**src/rtl/cr_pkg.sv**
```systemverilog
// Shared definitions for the call/return sequencer and its neighbours
// (call stack, PC unit).
//   - PC_W / FLAGS_W / DEPTH / INT_VEC : default widths, stack depth, interrupt vector
//   - OP_CALL / OP_RET / OP_RETI       : op_code encodings (3 is reserved)
//   - state_t                          : sequencer FSM encoding
package cr_pkg;

   localparam int PC_W    = 9;
   localparam int FLAGS_W = 4;
   localparam int DEPTH   = 5;
   localparam logic [PC_W-1:0] INT_VEC = 9'h1F0;

   localparam logic [1:0] OP_CALL = 2'd0;
   localparam logic [1:0] OP_RET  = 2'd1;
   localparam logic [1:0] OP_RETI = 2'd2;

   typedef enum logic [2:0] {
      DRAIN   = 3'd0,
      IDLE    = 3'd1,
      PUSH    = 3'd2,
      JUMP    = 3'd3,
      READ    = 3'd4,
      POP     = 3'd5,
      RESTORE = 3'd6,
      FAULT   = 3'd7
   } state_t;

endpackage

```
**src/rtl/call_return_ctrl_if.sv**
```systemverilog
// Bundle between the control unit, the call/return sequencer and the call stack.
//   master : control unit / stack side (drives requests, stack read data)
//   slave  : call_return_ctrl (drives pulses, PC/flag loads, stack controls)
//
// Handshake: op_valid is a request that is only sampled while busy=0 (IDLE);
// busy acts as the inverted ready, so a request is accepted on the rising edge
// where op_valid=1 and busy=0. The requester must drop op_valid after that
// edge. Completion is signalled by a single-cycle done (with fault on
// overflow/underflow). irq_req is a level; irq_ack pulses in its accept cycle.
interface call_return_ctrl_if #(
   parameter int PC_W    = cr_pkg::PC_W,
   parameter int FLAGS_W = cr_pkg::FLAGS_W
);
   logic               op_valid;
   logic [1:0]         op_code;
   logic [PC_W-1:0]    target_pc;
   logic [PC_W-1:0]    cur_pc;
   logic [FLAGS_W-1:0] cur_flags;
   logic               irq_req;
   logic               irq_ack;
   logic               busy;
   logic               done;
   logic               fault;
   logic               pc_load;
   logic [PC_W-1:0]    pc_out;
   logic               flags_load;
   logic [FLAGS_W-1:0] flags_out;
   logic               int_en;
   logic               stk_push_en;
   logic               stk_pop_en;
   logic [PC_W-1:0]    stk_in_pc;
   logic [FLAGS_W-1:0] stk_in_flags;
   logic [PC_W-1:0]    stk_out_pc;
   logic [FLAGS_W-1:0] stk_out_flags;

   modport master (
      output op_valid, op_code, target_pc, cur_pc, cur_flags, irq_req,
             stk_out_pc, stk_out_flags,
      input  irq_ack, busy, done, fault, pc_load, pc_out, flags_load, flags_out,
             int_en, stk_push_en, stk_pop_en, stk_in_pc, stk_in_flags
   );

   modport slave (
      input  op_valid, op_code, target_pc, cur_pc, cur_flags, irq_req,
             stk_out_pc, stk_out_flags,
      output irq_ack, busy, done, fault, pc_load, pc_out, flags_load, flags_out,
             int_en, stk_push_en, stk_pop_en, stk_in_pc, stk_in_flags
   );

endinterface

```
**src/rtl/call_return_ctrl.sv**
```systemverilog
// Call/return sequencer for the PC/flags call stack. Turns CALL, RET, RETI and
// interrupt entry into timed push/pop, stack-read and PC/flag-load pulses,
// tracks stack depth to flag overflow/underflow, and drains the stack after
// reset (the stack's index register has no reset of its own).
// Ports:
//   clk       : rising-edge clock
//   rst       : synchronous active-high reset
//   bus       : call_return_ctrl_if.slave (requests, pulses, stack controls)
//   dbg_state : current FSM state, for observation only
module call_return_ctrl
   import cr_pkg::*;
#(
   parameter int              PC_W    = cr_pkg::PC_W,
   parameter int              FLAGS_W = cr_pkg::FLAGS_W,
   parameter int              DEPTH   = cr_pkg::DEPTH,
   parameter logic [PC_W-1:0] INT_VEC = cr_pkg::INT_VEC
) (
   input  logic                      clk,
   input  logic                      rst,
   call_return_ctrl_if.slave         bus,
   output state_t                    dbg_state
);

   localparam int DW = $clog2(DEPTH + 1);
   localparam logic [DW-1:0] DEPTH_MAX = DW'(DEPTH);
   localparam logic [DW-1:0] DRAIN_LAST = DW'(DEPTH - 1);

   state_t             state_q, state_d;
   logic [DW-1:0]      depth_q;
   logic [DW-1:0]      drain_cnt_q;
   logic               int_en_q;
   logic               is_irq_q;
   logic               is_reti_q;
   logic [PC_W-1:0]    pc_q;
   logic [FLAGS_W-1:0] flags_q;
   logic [PC_W-1:0]    stk_pc_q;
   logic [FLAGS_W-1:0] stk_flags_q;

   logic full, empty, take_irq, call_ok;

   assign full     = (depth_q == DEPTH_MAX);
   assign empty    = (depth_q == '0);
   // An op always wins; a full stack leaves the interrupt pending.
   assign take_irq = !bus.op_valid && bus.irq_req && int_en_q && !full;
   assign call_ok  = bus.op_valid && (bus.op_code == OP_CALL) && !full;

   // State register
   always_ff @(posedge clk) begin
      if (rst) state_q <= DRAIN;
      else     state_q <= state_d;
   end

   // Next-state logic
   always_comb begin
      state_d = state_q;
      unique case (state_q)
         DRAIN:   if (drain_cnt_q == DRAIN_LAST) state_d = IDLE;
         IDLE: begin
            if (bus.op_valid) begin
               case (bus.op_code)
                  OP_CALL:          state_d = full  ? FAULT : PUSH;
                  OP_RET, OP_RETI:  state_d = empty ? FAULT : READ;
                  default:          state_d = IDLE;
               endcase
            end else if (take_irq) begin
               state_d = PUSH;
            end
         end
         PUSH:    state_d = JUMP;
         JUMP:    state_d = IDLE;
         READ:    state_d = POP;
         POP:     state_d = RESTORE;
         RESTORE: state_d = IDLE;
         FAULT:   state_d = IDLE;
         default: state_d = IDLE;
      endcase
   end

   // Datapath registers: depth, drain count, interrupt enable, latched values
   always_ff @(posedge clk) begin
      if (rst) begin
         depth_q     <= '0;
         drain_cnt_q <= '0;
         int_en_q    <= 1'b0;
         is_irq_q    <= 1'b0;
         is_reti_q   <= 1'b0;
         pc_q        <= '0;
         flags_q     <= '0;
         stk_pc_q    <= '0;
         stk_flags_q <= '0;
      end else begin
         case (state_q)
            DRAIN: drain_cnt_q <= drain_cnt_q + 1'b1;
            IDLE: begin
               if (call_ok) begin
                  stk_pc_q    <= bus.cur_pc + 1'b1;   // return address, wraps mod 2^PC_W
                  stk_flags_q <= bus.cur_flags;
                  pc_q        <= bus.target_pc;
                  is_irq_q    <= 1'b0;
               end else if (bus.op_valid) begin
                  is_reti_q   <= (bus.op_code == OP_RETI);
               end else if (take_irq) begin
                  stk_pc_q    <= bus.cur_pc;          // interrupted instruction re-executes
                  stk_flags_q <= bus.cur_flags;
                  pc_q        <= INT_VEC;
                  is_irq_q    <= 1'b1;
               end
            end
            PUSH:    depth_q <= depth_q + 1'b1;
            JUMP:    if (is_irq_q) int_en_q <= 1'b0;
            READ: begin
               pc_q    <= bus.stk_out_pc;
               flags_q <= bus.stk_out_flags;
            end
            POP:     depth_q <= depth_q - 1'b1;
            RESTORE: if (is_reti_q) int_en_q <= 1'b1;
            default: ;
         endcase
      end
   end

   // Output logic
   always_comb begin
      bus.busy         = (state_q != IDLE);
      bus.irq_ack      = (state_q == IDLE) && take_irq;
      bus.stk_push_en  = (state_q == PUSH);
      bus.stk_pop_en   = (state_q == DRAIN) || (state_q == POP);
      bus.pc_load      = (state_q == JUMP) || (state_q == RESTORE);
      bus.done         = (state_q == JUMP) || (state_q == RESTORE) || (state_q == FAULT);
      bus.fault        = (state_q == FAULT);
      bus.flags_load   = (state_q == RESTORE) && is_reti_q;
      bus.pc_out       = pc_q;
      bus.flags_out    = flags_q;
      bus.int_en       = int_en_q;
      bus.stk_in_pc    = stk_pc_q;
      bus.stk_in_flags = stk_flags_q;
      dbg_state        = state_q;
   end

endmodule

```
**src/flat_wrapper.sv**
```systemverilog
// flat-port wrapper written by rule: the top's interface ports become plain ports
module call_return_ctrl_flat import cr_pkg::*;
#(
   parameter int              PC_W    = cr_pkg::PC_W,
   parameter int              FLAGS_W = cr_pkg::FLAGS_W,
   parameter int              DEPTH   = cr_pkg::DEPTH,
   parameter logic [PC_W-1:0] INT_VEC = cr_pkg::INT_VEC
)
  (clk, rst, dbg_state, bus_op_valid, bus_op_code, bus_target_pc, bus_cur_pc, bus_cur_flags, bus_irq_req, bus_stk_out_pc, bus_stk_out_flags, bus_irq_ack, bus_busy, bus_done, bus_fault, bus_pc_load, bus_pc_out, bus_flags_load, bus_flags_out, bus_int_en, bus_stk_push_en, bus_stk_pop_en, bus_stk_in_pc, bus_stk_in_flags);
  call_return_ctrl_if #(.PC_W(PC_W), .FLAGS_W(FLAGS_W)) bus_i ();
  input  logic clk;
  input  logic rst;
  output state_t dbg_state;
  input wire logic [$bits(bus_i.op_valid)-1:0] bus_op_valid;
  input wire logic [$bits(bus_i.op_code)-1:0] bus_op_code;
  input wire logic [$bits(bus_i.target_pc)-1:0] bus_target_pc;
  input wire logic [$bits(bus_i.cur_pc)-1:0] bus_cur_pc;
  input wire logic [$bits(bus_i.cur_flags)-1:0] bus_cur_flags;
  input wire logic [$bits(bus_i.irq_req)-1:0] bus_irq_req;
  input wire logic [$bits(bus_i.stk_out_pc)-1:0] bus_stk_out_pc;
  input wire logic [$bits(bus_i.stk_out_flags)-1:0] bus_stk_out_flags;
  output wire logic [$bits(bus_i.irq_ack)-1:0] bus_irq_ack;
  output wire logic [$bits(bus_i.busy)-1:0] bus_busy;
  output wire logic [$bits(bus_i.done)-1:0] bus_done;
  output wire logic [$bits(bus_i.fault)-1:0] bus_fault;
  output wire logic [$bits(bus_i.pc_load)-1:0] bus_pc_load;
  output wire logic [$bits(bus_i.pc_out)-1:0] bus_pc_out;
  output wire logic [$bits(bus_i.flags_load)-1:0] bus_flags_load;
  output wire logic [$bits(bus_i.flags_out)-1:0] bus_flags_out;
  output wire logic [$bits(bus_i.int_en)-1:0] bus_int_en;
  output wire logic [$bits(bus_i.stk_push_en)-1:0] bus_stk_push_en;
  output wire logic [$bits(bus_i.stk_pop_en)-1:0] bus_stk_pop_en;
  output wire logic [$bits(bus_i.stk_in_pc)-1:0] bus_stk_in_pc;
  output wire logic [$bits(bus_i.stk_in_flags)-1:0] bus_stk_in_flags;
  assign bus_i.op_valid = bus_op_valid;
  assign bus_i.op_code = bus_op_code;
  assign bus_i.target_pc = bus_target_pc;
  assign bus_i.cur_pc = bus_cur_pc;
  assign bus_i.cur_flags = bus_cur_flags;
  assign bus_i.irq_req = bus_irq_req;
  assign bus_i.stk_out_pc = bus_stk_out_pc;
  assign bus_i.stk_out_flags = bus_stk_out_flags;
  assign bus_irq_ack = bus_i.irq_ack;
  assign bus_busy = bus_i.busy;
  assign bus_done = bus_i.done;
  assign bus_fault = bus_i.fault;
  assign bus_pc_load = bus_i.pc_load;
  assign bus_pc_out = bus_i.pc_out;
  assign bus_flags_load = bus_i.flags_load;
  assign bus_flags_out = bus_i.flags_out;
  assign bus_int_en = bus_i.int_en;
  assign bus_stk_push_en = bus_i.stk_push_en;
  assign bus_stk_pop_en = bus_i.stk_pop_en;
  assign bus_stk_in_pc = bus_i.stk_in_pc;
  assign bus_stk_in_flags = bus_i.stk_in_flags;
  call_return_ctrl #(.PC_W(PC_W), .FLAGS_W(FLAGS_W), .DEPTH(DEPTH), .INT_VEC(INT_VEC)) u_core (.clk(clk), .rst(rst), .bus(bus_i), .dbg_state(dbg_state));
endmodule
```
**config.mk**
```make
export PLATFORM = sky130hd
export DESIGN_NAME = call_return_ctrl_flat
export DESIGN_NICKNAME = d
export VERILOG_FILES = /design/src/rtl/cr_pkg.sv /design/src/rtl/call_return_ctrl_if.sv /design/src/rtl/call_return_ctrl.sv /design/src/flat_wrapper.sv
export SDC_FILE = /design/constraint.sdc
export NUM_CORES = 1
export LEC_CHECK = 0
export ABC_AREA = 1
export CORE_UTILIZATION = 30
export CTS_CLUSTER_DIAMETER = 60
export CTS_CLUSTER_SIZE = 10
export DETAILED_ROUTE_END_ITERATION = 10
export GPL_ROUTABILITY_DRIVEN = 0
export PLACE_DENSITY = 0.7
export SETUP_SLACK_MARGIN = 0.3
export SLEW_MARGIN = 40
export SYNTH_ARGS = -nofsm -noshare
export SYNTH_HDL_FRONTEND = slang
export SYNTH_SLANG_ARGS = --single-unit
export TNS_END_PERCENT = 1
```
**constraint.sdc**
```tcl
create_clock -name clk -period 1.5 [get_ports clk]
set_input_delay 0.375 -clock clk [delete_from_list [all_inputs] [get_ports clk]]
set_output_delay 0.375 -clock clk [all_outputs]
set_load 0.05 [all_outputs]
```
==> results.tsv <==
stage	metric	value	unit
worst_setup_path	crit_type	register to output pin	
synth	yosysSeqAreaShare	0.351	
cells_and_area	fin_area	0.00411	mm^2
cells_and_area	area_growth	90.1	%
synth	synth_cells	343	
outcome	violations	setup timing	
clock_network	clock-sinks	38	
synth	synth_edf_count	0	
synth	synth.avg_cell_area	6.31	um^2
worst_setup_path	crit_path_start_kind	register	
floorplan	die-area	0.00756	mm^2
clock_network	clockBufferDepth	2	
synth	synth-seq-cells	38	
place	place_area	0.00377	mm^2
synth	yosys-top-cells-area	dfxtp_1 (35%), nand2_1 (14%), nor2_1 (10%), inv_1 (8.0%), nand3_1 (6.7%)	
timing	worstMarginPinSlew	267	ps
outcome	outcome	finished, violations left	
timing	setup_viol	8	
timing	finClkSkew	11.0	ps
synth	synth_compound_area_frac	0.116	
grt	grt_pass1_wl	11700	um
timing	setup_ws	-130	ps
hold_path	hp-class	register to register	
floorplan	core	0.00687	mm^2
drt	drtIter0Drc	133	
synth	synth_fp_nets	391	
drt	final_antenna_net_count	0	
synth	synth_top_family_by_area	simple AND/OR/NAND/NOR gates	
clock_network	htreeDepth	2	
synth	async_flop_share	0	
timing	rsz0062_at_grt	yes	
drt	drt-total-wl	6950	um
drt	vias	2633	
timing	max_freq	613	MHz
floorplan	ios	79	
floorplan	fp.dieW	86.9	um
place	hpwl	5200	um
clock_network	cts_root_buf	clkbuf_8	
floorplan	die_y	86.9	um
worst_setup_path	critPathCaptureType	output pin	
grt	grt_use_total	0.195	
grt	antenna_found_initial	0	
worst_setup_path	max_stage_delay	400	ps
power_and_ir_drop	ir_worst_vdd	0.347	mV
timing	setup-tns-final	-662	ps
floorplan	initial_utilization	0.315	
synth	yosys.area_share.simple	0.375	
clock_network	cts_hold_buffers	0	
clock_network	cts_tree	built	
synth	synth_top_area_share	0.351	
cells_and_area	drive_gt1_frac	0.374	
synth	synthMuxAreaShare	0	
synth	synth_cell_types	23	
cells_and_area	antennaDiodeCount	0	
drt	drcViolationCount	0	
power_and_ir_drop	leakagePower	1.85	nW
worst_setup_path	cp.required	1120	ps
grt	overflow	0	
grt	grt_pass1_vias	2581	
drt	viasPerCell	4.64	
worst_setup_path	critPathMaxFanout	4	
clock_network	cts.clk_slew.worst_paths	80	ps
timing	max_slew_margin	0.820	
worst_setup_path	crit_path_top_delay_cell	dfxtp_4	
synth	synth.cell_area	0.00216	mm^2
timing	drv_slew	0	
clock_network	clk_latency	290	ps
synth	ys.flop_type	dfxtp_1	
power_and_ir_drop	powerDensity	613	mW/mm^2
synth	yosysWarningCount	0	
power_and_ir_drop	total_power	2.52	mW
drt	drt-wirelength-per-cell	12.3	um
drt	dr.pass1.iters	4	
worst_setup_path	cp_cell_sequence	buf_4 -> nand3_1 -> o21ai_4 -> buf_12	
synth	yosys.area_share.xor_xnor	0.00405	
flow_run	cap_violations	0	
cells_and_area	fin_nets	518	
worst_setup_path	worstPathArrival	1260	ps
timing	timing.final.crit_share	1.09	
timing	finalHoldViolCount	0	
synth	synthAdderAreaFrac	0.0439	
synth	synth_top_area_cell	dfxtp_1	
grt	grt_max_degree	16	
timing	fin_crit	1630	ps
clock_network	cts_buffers	5	
place	portBuffers	78	
floorplan	rows	30	
## synthesized netlist by cell type (2+ instances only)
cell / n
clkbuf_1: 4
nand4_1: 3
nand3b_1: 6
o21bai_1: 2
a21oi_1: 22
nor3_1: 3
dfxtp_1: 38
inv_1: 46
nand3_1: 29
o21ai_0: 24
or2_2: 4
nor2_1: 59
buf_2: 5
ha_1: 6
buf_6: 2
nand2_1: 83
## power breakdown
part           leakage [nW]  switching [mW]  total, mW  internal [mW]
Combinational          1.48           0.351      0.712          0.361
Clock                0.0482           0.355      0.726          0.371
Sequential            0.324          0.0373       1.08           1.04
Total                  1.85           0.743       2.52           1.78
## state kept, by name (all words and copies together) (netlist names)
name                     flops
u_core.is_reti_q             1
u_core.bus.flags_out         4
u_core.bus.stk_in_flags      4
u_core.dbg_state             3
u_core.drain_cnt_q           3
u_core.depth_q               3
u_core.bus.int_en            1
u_core.bus.pc_out            9
u_core.is_irq_q              1
u_core.bus.stk_in_pc         9
## critical path: cells and delay by family (launching register included)
family | cells | cell delay, ps
buf+inv | 2 | 290
compound gates | 1 | 110
simple gates | 1 | 160
flops | 1 | 400
## cell families (layout without fill, tap and decap cells)
kind of cell / after synthesis / after routing
simple gates: 190 / 190
buf+inv: 58 / 186
compound gates: 49 / 49
flops: 38 / 38
fa+ha+maj: 7 / 7
xor+xnor: 1 / 1
## path summary, 6_finish.rpt
path / start / to / slack [ps] / cells after the start
max: u_core.dbg_state[0] / bus_pc_load / -130 / 4
max reg2reg: u_core.dbg_state[0] / u_core.depth_q[2] / 20 / 8
min: u_core.drain_cnt_q[1] / u_core.drain_cnt_q[1] / 480 / 2
min reg2reg: u_core.drain_cnt_q[1] / u_core.drain_cnt_q[1] / 480 / 2
## per-layer routing
layer  up-vias  track usage  part of all wire
li1       1333            -                 -
met1      1202        0.241              0.43
met2        84        0.340              0.51
met3        14       0.0379             0.045
met4         0       0.0636             0.018
met5         -            0                 0
## area by class of cell
type	instances	area (um^2)
Timing Repair Buffer	131	1590
Fill cell	606	2760
Clock inverter	1	5.00
Tap cell	96	120
Multi-Input combinational cell	247	1310
Clock buffer	7	86.3
Inverter	47	198
Sequential cell	38	808
## cells in the final DEF, fill, tap and decap left out, types with 5 or more instances in the layout
cell type	instances
nand2_1	71
dfxtp_2	26
o21ai_0	16
buf_12	39
buf_4	45
nand3b_1	6
buf_6	7
dlygate4sd2_1	5
inv_2	5
nor2_1	50
nor2_2	6
inv_1	37
dfxtp_1	8
clkdlybuf4s50_1	33
clkbuf_8	6
nand2_2	10
o21ai_1	7
nand3_1	29
a21oi_1	19
## repair_timing
action,in CTS,in global routing
setup endpoints to repair,67,57
pin swaps,9,4
setup buffers,12,0
resized for setup,64,20
## through the flow
step	cells	setup slack, ps	hold WS [ps]	util
2_1_floorplan	343	-82.3	439	-
3_3_place_gp	547	-483	448	0.549
3_5_place_dp	547	-556	465	0.549
4_1_cts	567	-124	476	0.593
5_1_grt	567	-167	505	0.599
6_report	567	-130	478	0.599
No activity file was read; power rests on OpenSTA's default activity.
